--- src/rtl/legv8_pkg.sv ---
// Shared opcode patterns, state encoding and datapath select encodings for the
// LEGv8 multi-cycle control unit.
package legv8_pkg;

  localparam int OPCODE_W = 11;
  localparam int STATE_W  = 4;
  localparam int RETIRE_W = 32;

  typedef enum logic [3:0] {
    ST_IDLE      = 4'd0,
    ST_FETCH     = 4'd1,
    ST_DECODE    = 4'd2,
    ST_EXEC_R    = 4'd3,
    ST_WB_ALU    = 4'd4,
    ST_EXEC_ADDR = 4'd5,
    ST_MEM_RD    = 4'd6,
    ST_WB_MEM    = 4'd7,
    ST_MEM_WR    = 4'd8,
    ST_EXEC_CBZ  = 4'd9,
    ST_EXEC_B    = 4'd10
  } state_t;

  localparam logic [1:0] SRCB_REG  = 2'b00;
  localparam logic [1:0] SRCB_FOUR = 2'b01;
  localparam logic [1:0] SRCB_IMM  = 2'b10;
  localparam logic [1:0] SRCB_OFF  = 2'b11;

  localparam logic [1:0] ALUOP_ADD   = 2'b00;
  localparam logic [1:0] ALUOP_PASSB = 2'b01;
  localparam logic [1:0] ALUOP_RTYPE = 2'b10;

  localparam logic [10:0] OP_ADD  = 11'b10001011000;
  localparam logic [10:0] OP_SUB  = 11'b11001011000;
  localparam logic [10:0] OP_AND  = 11'b10001010000;
  localparam logic [10:0] OP_ORR  = 11'b10101010000;
  localparam logic [10:0] OP_LDUR = 11'b11111000010;
  localparam logic [10:0] OP_STUR = 11'b11111000000;
  localparam logic [10:0] OP_CBZ  = 11'b10110100000;
  localparam logic [10:0] OP_B    = 11'b00010100000;

  localparam logic [10:0] MASK_FULL = 11'b11111111111;
  localparam logic [10:0] MASK_CBZ  = 11'b11111111000;
  localparam logic [10:0] MASK_B    = 11'b11111100000;

  function automatic logic op_match(input logic [10:0] op,
                                    input logic [10:0] pat,
                                    input logic [10:0] mask);
    return ((op ^ pat) & mask) == 11'd0;
  endfunction

endpackage

--- src/rtl/legv8_opcode_decoder.sv ---
// Combinational classification of the 11-bit LEGv8 opcode field into the
// instruction groups the control FSM sequences differently.
module legv8_opcode_decoder
  import legv8_pkg::*;
(
  input  logic [10:0] opcode,
  output logic        is_r,
  output logic        is_ldur,
  output logic        is_stur,
  output logic        is_cbz,
  output logic        is_b,
  output logic        illegal
);

  always_comb begin
    is_r    = op_match(opcode, OP_ADD, MASK_FULL) | op_match(opcode, OP_SUB, MASK_FULL) |
              op_match(opcode, OP_AND, MASK_FULL) | op_match(opcode, OP_ORR, MASK_FULL);
    is_ldur = op_match(opcode, OP_LDUR, MASK_FULL);
    is_stur = op_match(opcode, OP_STUR, MASK_FULL);
    is_cbz  = op_match(opcode, OP_CBZ, MASK_CBZ);
    is_b    = op_match(opcode, OP_B, MASK_B);
    illegal = ~(is_r | is_ldur | is_stur | is_cbz | is_b);
  end

endmodule

--- src/rtl/legv8_multicycle_control.sv ---
// Multi-cycle main control FSM for the LEGv8 core: sequences the shared datapath
// through fetch/decode/execute/memory/writeback and counts retired instructions.
//
//   state     | meaning
//   IDLE      | held in reset, first cycle after release
//   FETCH     | read instruction, PC += 4, waits on MEM_READY
//   DECODE    | branch target into ALUOut, dispatch on opcode
//   EXEC_R    | register-register ALU operation
//   WB_ALU    | write ALUOut to register file
//   EXEC_ADDR | compute load/store address
//   MEM_RD    | data read, waits on MEM_READY
//   WB_MEM    | write MDR to register file
//   MEM_WR    | data write, waits on MEM_READY
//   EXEC_CBZ  | test reg for zero, conditional PC load
//   EXEC_B    | unconditional PC load
module legv8_multicycle_control
  import legv8_pkg::*;
#(
  parameter int OPCODE_W = 11,
  parameter int STATE_W  = 4,
  parameter int RETIRE_W = 32
) (
  input  logic                CLOCK,
  input  logic                RESET,
  input  logic [OPCODE_W-1:0] OPCODE,
  input  logic                ZERO,
  input  logic                MEM_READY,
  output logic                CONTROL_PCWRITE,
  output logic                CONTROL_IRWRITE,
  output logic                CONTROL_REG2LOC,
  output logic                CONTROL_REGWRITE,
  output logic                CONTROL_MEMREAD,
  output logic                CONTROL_MEMWRITE,
  output logic                CONTROL_MEMTOREG,
  output logic                CONTROL_ALUSRCA,
  output logic [1:0]          CONTROL_ALUSRCB,
  output logic [1:0]          CONTROL_ALUOP,
  output logic                CONTROL_PCSOURCE,
  output logic                INSTR_DONE,
  output logic                ILLEGAL_OP,
  output logic [STATE_W-1:0]  STATE,
  output logic [RETIRE_W-1:0] RETIRED
);

  state_t              state_q, state_d;
  logic [RETIRE_W-1:0] retired_q, retired_d;

  logic is_r, is_ldur, is_stur, is_cbz, is_b, is_illegal;

  legv8_opcode_decoder u_dec (
    .opcode  (OPCODE),
    .is_r    (is_r),
    .is_ldur (is_ldur),
    .is_stur (is_stur),
    .is_cbz  (is_cbz),
    .is_b    (is_b),
    .illegal (is_illegal)
  );

  always_ff @(posedge CLOCK or posedge RESET) begin
    if (RESET) begin
      state_q   <= ST_IDLE;
      retired_q <= '0;
    end else begin
      state_q   <= state_d;
      retired_q <= retired_d;
    end
  end

  always_comb begin
    state_d          = state_q;
    CONTROL_PCWRITE  = 1'b0;
    CONTROL_IRWRITE  = 1'b0;
    CONTROL_REGWRITE = 1'b0;
    CONTROL_MEMREAD  = 1'b0;
    CONTROL_MEMWRITE = 1'b0;
    CONTROL_MEMTOREG = 1'b0;
    CONTROL_ALUSRCA  = 1'b0;
    CONTROL_ALUSRCB  = SRCB_REG;
    CONTROL_ALUOP    = ALUOP_ADD;
    CONTROL_PCSOURCE = 1'b0;
    INSTR_DONE       = 1'b0;
    ILLEGAL_OP       = 1'b0;

    case (state_q)
      ST_IDLE: state_d = ST_FETCH;
      ST_FETCH: begin
        CONTROL_MEMREAD = 1'b1;
        CONTROL_ALUSRCB = SRCB_FOUR;
        CONTROL_IRWRITE = MEM_READY;
        CONTROL_PCWRITE = MEM_READY;
        if (MEM_READY) state_d = ST_DECODE;
      end
      ST_DECODE: begin
        CONTROL_ALUSRCB = SRCB_OFF;
        if (is_r)                   state_d = ST_EXEC_R;
        else if (is_ldur | is_stur) state_d = ST_EXEC_ADDR;
        else if (is_cbz)            state_d = ST_EXEC_CBZ;
        else if (is_b)              state_d = ST_EXEC_B;
        else begin
          ILLEGAL_OP = 1'b1;
          state_d    = ST_FETCH;
        end
      end
      ST_EXEC_R: begin
        CONTROL_ALUSRCA = 1'b1;
        CONTROL_ALUOP   = ALUOP_RTYPE;
        state_d         = ST_WB_ALU;
      end
      ST_WB_ALU: begin
        CONTROL_REGWRITE = 1'b1;
        INSTR_DONE       = 1'b1;
        state_d          = ST_FETCH;
      end
      ST_EXEC_ADDR: begin
        CONTROL_ALUSRCA = 1'b1;
        CONTROL_ALUSRCB = SRCB_IMM;
        state_d         = is_ldur ? ST_MEM_RD : ST_MEM_WR;
      end
      ST_MEM_RD: begin
        CONTROL_MEMREAD = 1'b1;
        if (MEM_READY) state_d = ST_WB_MEM;
      end
      ST_WB_MEM: begin
        CONTROL_REGWRITE = 1'b1;
        CONTROL_MEMTOREG = 1'b1;
        INSTR_DONE       = 1'b1;
        state_d          = ST_FETCH;
      end
      ST_MEM_WR: begin
        CONTROL_MEMWRITE = 1'b1;
        INSTR_DONE       = MEM_READY;
        if (MEM_READY) state_d = ST_FETCH;
      end
      ST_EXEC_CBZ: begin
        CONTROL_ALUSRCA  = 1'b1;
        CONTROL_ALUOP    = ALUOP_PASSB;
        CONTROL_PCSOURCE = 1'b1;
        CONTROL_PCWRITE  = ZERO;
        INSTR_DONE       = 1'b1;
        state_d          = ST_FETCH;
      end
      ST_EXEC_B: begin
        CONTROL_PCSOURCE = 1'b1;
        CONTROL_PCWRITE  = 1'b1;
        INSTR_DONE       = 1'b1;
        state_d          = ST_FETCH;
      end
      default: state_d = ST_IDLE;
    endcase

    // Opcode is only meaningful once the IR has been loaded.
    CONTROL_REG2LOC = (is_stur | is_cbz) & (state_q != ST_IDLE) & (state_q != ST_FETCH);
    retired_d       = retired_q + (INSTR_DONE ? RETIRE_W'(1) : RETIRE_W'(0));
  end

  assign STATE   = STATE_W'(state_q);
  assign RETIRED = retired_q;

endmodule
--- config.mk ---
export PLATFORM = sky130hd
export DESIGN_NAME = legv8_multicycle_control
export DESIGN_NICKNAME = d
export VERILOG_FILES = /design/src/rtl/legv8_pkg.sv /design/src/rtl/legv8_opcode_decoder.sv /design/src/rtl/legv8_multicycle_control.sv
export SDC_FILE = /design/constraint.sdc
export NUM_CORES = 1
export LEC_CHECK = 0
export CAP_MARGIN = 20
export CORE_UTILIZATION = 30
export CTS_BUF_LIST = sky130_fd_sc_hd__clkbuf_4 sky130_fd_sc_hd__clkbuf_8 sky130_fd_sc_hd__clkbuf_16
export DETAILED_ROUTE_END_ITERATION = 16
export PLACE_DENSITY = 0.59
export SYNTH_ARGS = -nofsm -noshare
export SYNTH_HDL_FRONTEND = slang
export SYNTH_HIERARCHICAL = 1
export SYNTH_SLANG_ARGS = --single-unit
--- constraint.sdc ---
create_clock -name CLOCK -period 2.5 [get_ports CLOCK]
set_input_delay 0.5 -clock CLOCK [delete_from_list [all_inputs] [get_ports CLOCK]]
set_output_delay 0.5 -clock CLOCK [all_outputs]
set_load 0.02 [all_outputs]
==> qor.txt <==
Remaining DRCs: 6
Final worst slack: 5.265 ps
RSZ-0062 raised after global routing: yes
Vias in the first global route: 1,840
CTS root buf: clkbuf_8
VDD IR max: 0.0003192 V
Die ar.: 7025 um^2
Failing checks: design-rule violations
Crit share post-route: 0.9979
Clock transition at path regs: 60 ps
Port Buffers: 65
RD Place Congestion: 0.7978
Final critical-path required period: 2495 ps
Share of layout cells above drive strength 1: 0.2444
Initial antenna violation count: 0
Finish-stage setup viols: 0
Routed WL per cell: 13.52 um
Synthesized area: 2008 um^2
Data required, critical path: 2000 ps
Post-route ant nets: 0
Setup crit end: ILLEGAL_OP
Level count of the clock H-tree: 2
First-pass DRT Iterations: 10
CP endpoint kind: output pin
Worst Skew: 3.670 ps
Max-cap violation count: 0
Status: finished with violations
WP depth: 8
HPWL after detailed placement: 3754 um
Worst path bufs/invs: 2
Max-slew headroom at the worst pin: 0.6617
Worst R2R Path Depth: 10
Avg Vias per Cell: 4.948
CP Max Fanout: 3
CTS buffer count: 5
Worst min path class: reg -> reg
Post-route cell area: 3228 um^2
Largest net degree at the start of global routing: 37
Ys Warns: 6
Flop2flop setup slack: 140 ps
Mapped Cells: 211
Crit start category: input port
Total congestion overflow: 0
Pre-CTS setup slack: -644.2 ps
Measured slew at the worst slew-check pin: 503.7 ps
I/O pin total: 66
Min Hold Slack: 489.5 ps
Crit path largest cell delay: 540 ps
Initial Utilization: 0.3127
Rows: 29
Post-Syn Nets: 228
Die Width: 83.82 um
Filler Cell Count: 611
CP Class: in -> out
Synth Area per Inst: 9.517 um^2
Global-route usage over all layers: 0.1540
Layout Nets: 327
Reg-to-reg startpoint: STATE[3]
Multi-input gate area: 1195 um^2
Hold Vio Cnt, Final: 0
Lkg Pwr: 1.380 nW
Vert. Die Dim: 83.82 um
Drt total wl: 5244 um
Overall Power: 0.002527 W
Via count: 1,920
Area delta synth->final: 60.75%
DP Area: 2999 um^2
# diodes: 0
CTS Buffer Depth: 2
First-pass GRT wire length: 8707 um
Fmax: 400.8 MHz
Cell Chain, Critical Path: clkdlybuf4s50_1 > nor4bb_2 > nand2_1 > nor2_1 > nor4_2 > nand3_2 > nor3_2 > buf_4
Kind of cell adding the most delay to the critical path: simple AND/OR/NAND/NOR gates
FF-to-FF End: RETIRED[30]
CTS Hold Bufs: 0
Max-slew violation count: 0
CTS tree: built
CTS Sinks: 36
Pwr/cell area: 782.7 nW/um^2
Setup crit start: OPCODE[10]
Core area: 6422 um^2
Initial DRC Count: 76
Crit path DAT: 1990 ps
Reg area: 904.6 um^2
CP max stage cell: clkdlybuf4s50_1
Clk_lat worst skew: 280 ps
## worst min path at each step
stage	from	endpoint	cells after the start
after floorplan	RETIRED[31]	RETIRED[31]	1
after global placement	RETIRED[20]	RETIRED[20]	1
after detailed placement	RETIRED[31]	RETIRED[31]	1
after CTS	RETIRED[31]	RETIRED[31]	1
after global routing	RETIRED[20]	RETIRED[20]	1
final	RETIRED[26]	RETIRED[26]	1
## area by class of cell
| class | count | share of cell area |
|---|---|---|
| timing repair buffer | 101 | 0.2798 |
| clock buffer | 8 | 0.03023 |
| sequential | 36 | 0.2802 |
| tap | 77 | 0.02984 |
| inverter | 7 | 0.009690 |
| multi-input combinational | 159 | 0.3702 |
## where the power goes
group          switching, W  internal [W]
Sequential         0.000129      0.000660
Clock              0.000190      0.000246
Combinational      0.000650      0.000652
Total              0.000969       0.00156
## layout by cell type (no fill, tap or decap), types with 2 or more instances in the layout
cell / instances
nor3_1: 4
mux2i_1: 2
a31oi_1: 2
clkdlybuf4s15_1: 2
xnor2_1: 26
dfrtp_2: 3
inv_1: 6
nor2b_1: 3
buf_4: 37
dlygate4sd2_1: 5
clkbuf_4: 2
xor2_1: 5
nand2_1: 14
nor2_1: 23
nor4_4: 3
clkbuf_2: 2
and2_1: 2
ha_4: 2
clkdlybuf4s50_1: 54
dfrtp_1: 33
clkbuf_8: 6
nand4_1: 10
and3_1: 7
o21ai_0: 4
a21oi_1: 5
nor4_2: 2
nand3_1: 15
## metrics by stage
step           cells    util  TNS (ps)
3_5_place_dp     371  0.4670     -7760
6_report         388  0.5026         0
2_1_floorplan    211       -    -552.1
5_1_grt          388  0.5026    -98.54
3_3_place_gp     371  0.4670     -7187
4_1_cts          382  0.4857    -73.33
## layer usage
layer	global-route usage	wire length, um
met5	0	0
met4	0.05486	64
met3	0.03264	205
met2	0.2496	2610
met1	0.2026	2364
## registers in the layout, indices dropped and copies added (netlist names)
name / flops
RETIRED: 32
STATE: 4
## repair_timing
item	CTS	global route
setup buffers	3	6
pin swaps	5	6
gates cloned	0	0
resized for setup	23	18
endpoints found under the setup margin	13	12
hold endpoints to repair	0	0
(Power assumes the default switching activity.)
